==> config.mk <==
export PLATFORM = sky130hd
export DESIGN_NAME = mult32s_share_arbiter_flat
export DESIGN_NICKNAME = d
export VERILOG_FILES = /design/src/rtl/mult32s_share_arbiter_if.sv /design/src/rtl/mult32s_share_arbiter.sv /design/src/flat_wrapper.sv
export SDC_FILE = /design/constraint.sdc
export NUM_CORES = 2
export LEC_CHECK = 0
export CAP_MARGIN = 10
export CORE_MARGIN = 2
export CORE_UTILIZATION = 45
export DETAILED_ROUTE_END_ITERATION = 6
export HOLD_SLACK_MARGIN = 0.02
export SETUP_SLACK_MARGIN = 0.15
export SLEW_MARGIN = 10
export SYNTH_ARGS = -nofsm -noshare
export SYNTH_HDL_FRONTEND = slang
export SYNTH_SLANG_ARGS = --single-unit
export TNS_END_PERCENT = 5
==> constraint.sdc <==
create_clock -name clk -period 14.5 [get_ports clk]
set_input_delay 1.45 -clock clk [delete_from_list [all_inputs] [get_ports clk]]
set_output_delay 1.45 -clock clk [all_outputs]
set_load 0.03 [all_outputs]
==> src/rtl/mult32s_share_arbiter_if.sv <==
// Operand request / product response bundle for mult32s_share_arbiter.
// master: client side (drives operands, consumes responses).
// slave : arbiter side.
interface mult32s_share_arbiter_if #(
    parameter int NUM_REQ = 4
) ();
    localparam int IDW = $clog2(NUM_REQ);

    logic [NUM_REQ-1:0]    req_valid;
    logic [NUM_REQ-1:0]    req_ready;
    logic [32*NUM_REQ-1:0] req_a;
    logic [32*NUM_REQ-1:0] req_b;
    logic                  rsp_valid;
    logic                  rsp_ready;
    logic [IDW-1:0]        rsp_id;
    logic [63:0]           rsp_product;

    modport master (
        output req_valid, req_a, req_b, rsp_ready,
        input  req_ready, rsp_valid, rsp_id, rsp_product
    );

    modport slave (
        input  req_valid, req_a, req_b, rsp_ready,
        output req_ready, rsp_valid, rsp_id, rsp_product
    );
endinterface

==> src/rtl/mult32s_share_arbiter.sv <==
// Shares one registered 32x32 signed multiplier between NUM_REQ requesters.
// Round-robin issue into a 2-stage pipeline, results returned through a
// credit-protected FIFO tagged with the requester index.
// Define MULT32S_SHARE_FIXED_PRIO_EN for fixed priority (lowest index wins,
// no rotating pointer).
module mult32s_share_arbiter #(
    parameter int NUM_REQ    = 4,
    parameter int FIFO_DEPTH = 4
) (
    input  logic                          clk,
    input  logic                          rst,
    mult32s_share_arbiter_if.slave        bus,
    output logic                          busy
);
    localparam int IDW  = $clog2(NUM_REQ);
    localparam int PW   = $clog2(FIFO_DEPTH);
    localparam int FCW  = $clog2(FIFO_DEPTH + 1);
    localparam int CNTW = $clog2(FIFO_DEPTH + 3);

`ifndef MULT32S_SHARE_FIXED_PRIO_EN
    logic [IDW-1:0]     ptr_q, ptr_d;
`endif
    logic               v1_q, v1_d;
    logic [31:0]        a1_q, a1_d, b1_q, b1_d;
    logic [IDW-1:0]     id1_q, id1_d;
    logic               v2_q, v2_d;
    logic [63:0]        prod2_q, prod2_d;
    logic [IDW-1:0]     id2_q, id2_d;
    logic [IDW+63:0]    mem_q [FIFO_DEPTH];
    logic [IDW+63:0]    mem_d [FIFO_DEPTH];
    logic [PW-1:0]      wr_ptr_q, wr_ptr_d, rd_ptr_q, rd_ptr_d;
    logic [FCW-1:0]     count_q, count_d;

    logic [CNTW-1:0]    cnt;
    logic               issue_ok;
    logic [NUM_REQ-1:0] grant;
    logic [IDW-1:0]     gnt_id;
    logic               gnt_any;
    logic               accept;
    logic               pop;
    logic [IDW+63:0]    head;
    logic signed [63:0] a_ext, b_ext;

    // Credits from registered state only; a same-cycle pop frees nothing.
    always_comb begin
        cnt      = CNTW'(v1_q) + CNTW'(v2_q) + CNTW'(count_q);
        issue_ok = !rst && (cnt < CNTW'(FIFO_DEPTH));
    end

    // Pick the first valid requester from the scan start, gate by credit.
    always_comb begin
        int unsigned idx;
        idx     = 0;
        gnt_id  = '0;
        gnt_any = 1'b0;
        grant   = '0;
        for (int unsigned k = 0; k < NUM_REQ; k++) begin
`ifdef MULT32S_SHARE_FIXED_PRIO_EN
            idx = k;
`else
            idx = (32'(ptr_q) + k) % NUM_REQ;
`endif
            if (!gnt_any && bus.req_valid[idx]) begin
                gnt_any = 1'b1;
                gnt_id  = IDW'(idx);
            end
        end
        if (issue_ok && gnt_any) begin
            grant[gnt_id] = 1'b1;
        end
        accept        = |grant;
        bus.req_ready = grant;
    end

`ifndef MULT32S_SHARE_FIXED_PRIO_EN
    // Next scan starts just past the winner; hold when nothing accepted.
    always_comb begin
        ptr_d = ptr_q;
        if (accept) begin
            ptr_d = (gnt_id == IDW'(NUM_REQ - 1)) ? '0 : gnt_id + 1'b1;
        end
    end
`endif

    // Stage 1 captures the winner's operands; stage 2 forms the full product.
    always_comb begin
        v1_d  = accept;
        a1_d  = a1_q;
        b1_d  = b1_q;
        id1_d = id1_q;
        if (accept) begin
            a1_d  = bus.req_a[32*gnt_id +: 32];
            b1_d  = bus.req_b[32*gnt_id +: 32];
            id1_d = gnt_id;
        end
        // Sign-extend to 64 bits so the low 64 product bits are exact.
        a_ext   = {{32{a1_q[31]}}, a1_q};
        b_ext   = {{32{b1_q[31]}}, b1_q};
        v2_d    = v1_q;
        prod2_d = a_ext * b_ext;
        id2_d   = id1_q;
    end

    // Result FIFO: push from stage 2, pop on response handshake.
    always_comb begin
        pop      = (count_q != '0) && bus.rsp_ready;
        mem_d    = mem_q;
        wr_ptr_d = wr_ptr_q;
        rd_ptr_d = rd_ptr_q;
        count_d  = count_q;
        if (v2_q) begin
            mem_d[wr_ptr_q] = {id2_q, prod2_q};
            wr_ptr_d        = wr_ptr_q + 1'b1;
        end
        if (pop) begin
            rd_ptr_d = rd_ptr_q + 1'b1;
        end
        case ({v2_q, pop})
            2'b10:   count_d = count_q + 1'b1;
            2'b01:   count_d = count_q - 1'b1;
            default: count_d = count_q;
        endcase
    end

    // Response port shows the head, zero when empty.
    always_comb begin
        head            = mem_q[rd_ptr_q];
        bus.rsp_valid   = (count_q != '0);
        bus.rsp_id      = bus.rsp_valid ? head[IDW+63:64] : '0;
        bus.rsp_product = bus.rsp_valid ? head[63:0] : '0;
        busy            = v1_q | v2_q | (count_q != '0);
    end

    // State registers; reset drops in-flight work immediately.
    always_ff @(posedge clk or posedge rst) begin
        if (rst) begin
`ifndef MULT32S_SHARE_FIXED_PRIO_EN
            ptr_q <= '0;
`endif
            v1_q     <= 1'b0;
            a1_q     <= '0;
            b1_q     <= '0;
            id1_q    <= '0;
            v2_q     <= 1'b0;
            prod2_q  <= '0;
            id2_q    <= '0;
            wr_ptr_q <= '0;
            rd_ptr_q <= '0;
            count_q  <= '0;
            for (int unsigned i = 0; i < FIFO_DEPTH; i++) begin
                mem_q[i] <= '0;
            end
        end else begin
`ifndef MULT32S_SHARE_FIXED_PRIO_EN
            ptr_q <= ptr_d;
`endif
            v1_q     <= v1_d;
            a1_q     <= a1_d;
            b1_q     <= b1_d;
            id1_q    <= id1_d;
            v2_q     <= v2_d;
            prod2_q  <= prod2_d;
            id2_q    <= id2_d;
            wr_ptr_q <= wr_ptr_d;
            rd_ptr_q <= rd_ptr_d;
            count_q  <= count_d;
            for (int unsigned i = 0; i < FIFO_DEPTH; i++) begin
                mem_q[i] <= mem_d[i];
            end
        end
    end
endmodule

==> src/flat_wrapper.sv <==
// flat-port wrapper written by rule: the top's interface ports become plain ports
module mult32s_share_arbiter_flat 
#(
    parameter int NUM_REQ    = 4,
    parameter int FIFO_DEPTH = 4
)
  (clk, rst, busy, bus_req_valid, bus_req_a, bus_req_b, bus_rsp_ready, bus_req_ready, bus_rsp_valid, bus_rsp_id, bus_rsp_product);
  mult32s_share_arbiter_if #(.NUM_REQ(NUM_REQ)) bus_i ();
  input  logic clk;
  input  logic rst;
  output logic busy;
  input wire logic [$bits(bus_i.req_valid)-1:0] bus_req_valid;
  input wire logic [$bits(bus_i.req_a)-1:0] bus_req_a;
  input wire logic [$bits(bus_i.req_b)-1:0] bus_req_b;
  input wire logic [$bits(bus_i.rsp_ready)-1:0] bus_rsp_ready;
  output wire logic [$bits(bus_i.req_ready)-1:0] bus_req_ready;
  output wire logic [$bits(bus_i.rsp_valid)-1:0] bus_rsp_valid;
  output wire logic [$bits(bus_i.rsp_id)-1:0] bus_rsp_id;
  output wire logic [$bits(bus_i.rsp_product)-1:0] bus_rsp_product;
  assign bus_i.req_valid = bus_req_valid;
  assign bus_i.req_a = bus_req_a;
  assign bus_i.req_b = bus_req_b;
  assign bus_i.rsp_ready = bus_rsp_ready;
  assign bus_req_ready = bus_i.req_ready;
  assign bus_rsp_valid = bus_i.rsp_valid;
  assign bus_rsp_id = bus_i.rsp_id;
  assign bus_rsp_product = bus_i.rsp_product;
  mult32s_share_arbiter #(.NUM_REQ(NUM_REQ), .FIFO_DEPTH(FIFO_DEPTH)) u_core (.clk(clk), .rst(rst), .bus(bus_i), .busy(busy));
endmodule
Yosys cells after proc, flatten, opt, wreduce, memory -nomap -nowiden
Cells that the tools add are included.

storage, ports and cells
  bits in read-only memories = 0
  bits in registers = 407
  RAM bits = 0
  memories kept = 0
  output and inout bits = 72
  logic and storage cells = 89
  bits in latches = 0
  input bits = 263

cells by class
  div/mod/pow operators = 0
  muxes and demuxes = 29
  $lt $le $gt $ge = 10
  add/subtract/negate cells = 10
  equal/unequal tests = 3
  multipliers = 1
  bitwise gates (word level) = 4
  shifts and indexed selects = 2
  reductions and logical operators = 15

operator list
  kind                 count
  $bwmux 264           1
  $shiftx 128x8->32    2
  $mux 66              3
  $bmux 66 s2          1
  $demux 66 s2         1
  $mul 32x32->64       1
  $mux 64              1
  $lt 2x3->1 const B   5
  $mux 2               6
  $mux 1               9
  $add 2x1->2 const B  4
  $bmux 1 s2           4
  $logic_and 1x1->1    8
  $ge 3x3->1 const B   2
  $not 2->3            2
  $pmux 3 s2           1
  $add 2x2->2 const B  2
  $eq 2x2->1 const B   2
  $logic_not 1->1      4
  $mux 4               1
  $reduce_or 4->1      1
  $add 3x1->3 const B  1
  $add 3x3->3          1
  $lt 3x1->1 const B   1
  9 further kinds      10

Depth between registers and ports, before layout
  depth in word-level cells = 18
  mapped depth = 30
  mapped depth without buffers = 28

Least setup slack after synthesis
Ideal clock, no wire load.

  kind = reg2reg
  start point = register u_core.a1_q[31]
  end point = register u_core.prod2_q[63]
  library setup time = 86 ps
  stages on the path, launching flop included = 25
  clock period less this slack = 7,616 ps
  setup slack = 6,884 ps
  arrival time = 7,530 ps
  required time = 14,414 ps
  path buffers = 2
  cells stage by stage = dfrtp_1 > clkbuf_1 > nand2_1 > inv_1 > fa_1 > inv_1 > fa_1 > inv_1 > fa_1 > fa_1 > inv_1 > fa_1 > fa_1 > fa_1 > fa_1 > inv_1 > ha_1 > clkbuf_1 > and3_1 > and2_1 > a221oi_1 > o21a_1 > o21ai_1 > and4_1 > nor3_1

between the ends
  word-level cells in the longest chain between the ends = 1

RTL lines
  element                   RTL line                      text
  start: declaration        mult32s_share_arbiter.sv:24   logic [31:0] a1_q, a1_d, b1_q, b1_d;
  start signal: assignment  mult32s_share_arbiter.sv:141  a1_q <= '0;
  start signal: assignment  mult32s_share_arbiter.sv:158  a1_q <= a1_d;
  $mul 32x32->64            mult32s_share_arbiter.sv:100  prod2_d = a_ext * b_ext;
  net u_core.prod2_d[63]    mult32s_share_arbiter.sv:27   logic [63:0] prod2_q, prod2_d;
  end signal: assignment    mult32s_share_arbiter.sv:162  prod2_q <= prod2_d;
  end: declaration          mult32s_share_arbiter.sv:27

The timed path passes the listed nets, and every way through them passes these cells.
A chain may end at the register's enable or synchronous reset.

Worst setup path after layout
  start point = register u_core.a1_q[31]
  end point = register u_core.prod2_q[62]

Same word-level chain as after synthesis.

==> summary.txt <==
Status
  • Outcome: complete, no violations

Final layout
  • Layout cells sized above 1: 9.18%
  • Post-route design area: 61300 um^2
  • Synth-to-Final Area Change: 11.6%
  • Fill cells: 11400
  • Layout Nets: 7170

STA
  • Crit share post-route: 61.4%
  • Worst-Margin Slew: 1.17 ns
  • Worst hold slack: 0.378 ns
  • Worst setup margin: 5.60 ns
  • RSZ-0062 raised after global routing: false
  • Final Slew Violations: 0
  • Final setup vio count: 0
  • Max_slew headroom: 22.3%
  • Fmax: 112 MHz
  • Min Tclk post-route: 8.90 ns
  • Skew final: 0.0512 ns
  • Hold Violations, Final: 0
  • Setup TNS: 0 ns

Critical path
  • Reg2Reg Depth: 24
  • Required time of the worst setup path: 15.02 ns
  • Reg-to-reg critical path endpoint: u_core.prod2_q[62]$_DFF_PP0_
  • CP startpoint kind: flop
  • Setup crit start: u_core.a1_q[31]$_DFFE_PP0P_
  • CP Data Arrival Time: 9.43 ns
  • CP Max Fanout: 33
  • Reg2Reg Setup Slack: 5.60 ns
  • Critical path class: flop to flop
  • R2r startpoint: u_core.a1_q[31]$_DFFE_PP0P_
  • Worst setup EP type: flop

Logic synthesis
  • Synth top area cells: fa_1 (40%), dfrtp_1 (19%), inv_1 (7.0%), and2_1 (6.7%), nand2_1 (6.2%)
  • Yosys top cell area share: 39.5%
  • YS warnings: 0
  • Post-synth ARST share: 100%
  • Synth top cells by count: fa_1 (1083), inv_1 (1023), nand2_1 (913)
  • Post-synth net total: 7041
  • Prevailing post-synth register cell: dfrtp_1
  • Mean Syn Cell Area: 9.98 um^2
  • Syn Inst Count: 5499
  • Sequential element share of the synthesized area: 18.6%
  • Yosys reg bits: 407
  • Syn Std Cell Area: 54900 um^2
  • Post-synth EDFFs: 0
  • Top-count cell post-synth: fa_1
  • Post-synth cell types: 67
  • Largest area contributor in the netlist: fa_1

Clock network
  • Root Buffer: clkbuf_16
  • Post-CTS Setup Inserts: 0
  • CTS H-tree depth: 2
  • Clk pin slew, worst setup/hold paths: 0.06 ns
  • CTS tree: done
  • CTS buffer count: 46
  • Max Buffers Root-to-Sink: 3
  • Worst-Skew Late Latency: 0.65 ns
  • Sinks on the clock net: 407
  • Post-CTS sizing: 0
  • CTS Hold Bufs: 0

GRT
  • Pin count of the biggest net entering global routing: 174
  • GRT Total Usage: 24.2%
  • Overflow after GRT: 0
  • Vias in the first global route: 40600
  • First-pass GRT wire length: 235000 um
  • Initial antenna violation count: 3

Hold path
  • End point of the worst hold path: u_core.id2_q[1]$_DFF_PP0_
  • Min-Delay Path Class: flop to flop
  • Hold Path Depth: 0
  • Min-Delay Startpoint: u_core.id1_q[1]$_DFFE_PP0P_

Placed design
  • Final RePlAce weighted congestion: 0.867
  • Area post-placement: 59600 um^2
  • Post-DP HPWL: 115000 um
  • PortBufs: 334
  • Dpl ws: 5.61 ns

Route
  • DR vias: 37600
  • DR pass1 iterations: 5
  • Number of DRC markers in iteration 0: 2150
  • Residual DRC: 0
  • Antenna Violating Nets Remaining: 0
  • Avg WL per Cell: 20.2 um
  • Detailed Route WL: 147000 um
  • Drt via density: 5.16

Floorplan
  • Die Span Y: 353 um
  • Die Footprint: 125000 um^2
  • Core area: 121000 um^2
  • I/O pin cnt: 335
  • Die width: 353 um
  • Initial Util: 45.2%
  • # rows: 128

Flow run
  • Max_cap viols: 0
[layer usage]
layer  wire length (um)  up-vias  track usage [%]
met3              11400      156             5.23
li1                   -    16800                -
met2              65600     1196             37.3
met4               2930        0             4.79
met1              67400    19500             35.4
met5                  0        -                0
[through the flow]
stage | utilization, % | std cells
after floorplan | - | 5499
after global placement | 49.1 | 7204
after detailed placement | 49.1 | 7204
after CTS | 50.5 | 7289
after global routing | 50.5 | 7290
final | 50.5 | 7291
[placed cells by master (no fill, tap or decap), types with 48 or more instances in the layout]
cell                n
inv_1            1020
xnor2_1            48
fa_1             1083
nand2_1           909
o21ai_0           158
nor2_1             63
buf_4              68
mux2_2            264
nand3_1            76
and2_1            586
dfrtp_1           401
a21oi_1            62
mux4_2             66
clkdlybuf4s50_1   334
ha_1              196
[how the worst max path moves through the flow]
stage                                   endpoint  slack, ns  cells after the start
floorplan             u_core.a1_q[0]$_DFFE_PP0P_       1.73                      1
global placement    u_core.prod2_q[62]$_DFF_PP0_       5.67                     24
detailed placement  u_core.prod2_q[62]$_DFF_PP0_       5.61                     24
CTS                 u_core.prod2_q[62]$_DFF_PP0_       5.55                     24
global route        u_core.prod2_q[62]$_DFF_PP0_       5.01                     24
finish              u_core.prod2_q[62]$_DFF_PP0_       5.60                     24
[sequential cells by signal (all words and copies together) (netlist names), 2 cells and up]
signal           flops
u_core.mem_q       264
u_core.prod2_q      64
u_core.a1_q         32
u_core.b1_q         32
u_core.count_q       3
u_core.id1_q         2
u_core.id2_q         2
u_core.ptr_q         2
u_core.rd_ptr_q      2
u_core.wr_ptr_q      2
[layout make-up]
type / instances / area [um^2] / area share, %
antenna: 1 / 2.50 / 0.00408
clock buffer: 62 / 1320 / 2.16
clock inverter: 23 / 309 / 0.504
inverter: 1023 / 3850 / 6.28
multi-input combinational: 3745 / 39700 / 64.7
sequential: 407 / 10200 / 16.6
tap: 1625 / 2030 / 3.32
timing repair buffer: 405 / 3910 / 6.38
[cell families (layout without fill, tap and decap cells)]
family	after synthesis	after routing	share of synthesized area [%]
multiplexers	331	331	8.14
flip-flops	407	407	18.6
buffers and inverters	1347	1513	9.28
other	0	1	0
AO/OA/AOI/OAI	351	351	3.92
adder cells (fa/ha/maj)	1279	1279	44.0
AND/OR/NAND/NOR	1706	1706	14.9
XOR/XNOR	78	78	1.24
[critical path, cell delays in order, from the launching register on]
cell	delay, ns
dfrtp_1	1.11
nand2_1	0.30
inv_1	0.15
fa_1	0.40
inv_1	0.22
fa_1	0.53
fa_1	0.56
inv_1	0.07
fa_1	1.08
inv_1	0.31
fa_1	0.56
fa_1	0.56
fa_1	0.43
fa_1	0.51
inv_1	0.04
ha_1	0.37
a21oi_1	0.20
o21bai_1	0.08
a21oi_1	0.21
nor2_1	0.08
a311oi_1	0.26
o31a_1	0.19
o21ai_2	0.09
a221oi_2	0.31
xnor2_1	0.16
Power is left out: the tool's default activity adds up to more than one toggle a clock period on the data nets, which glitch-free logic cannot reach.
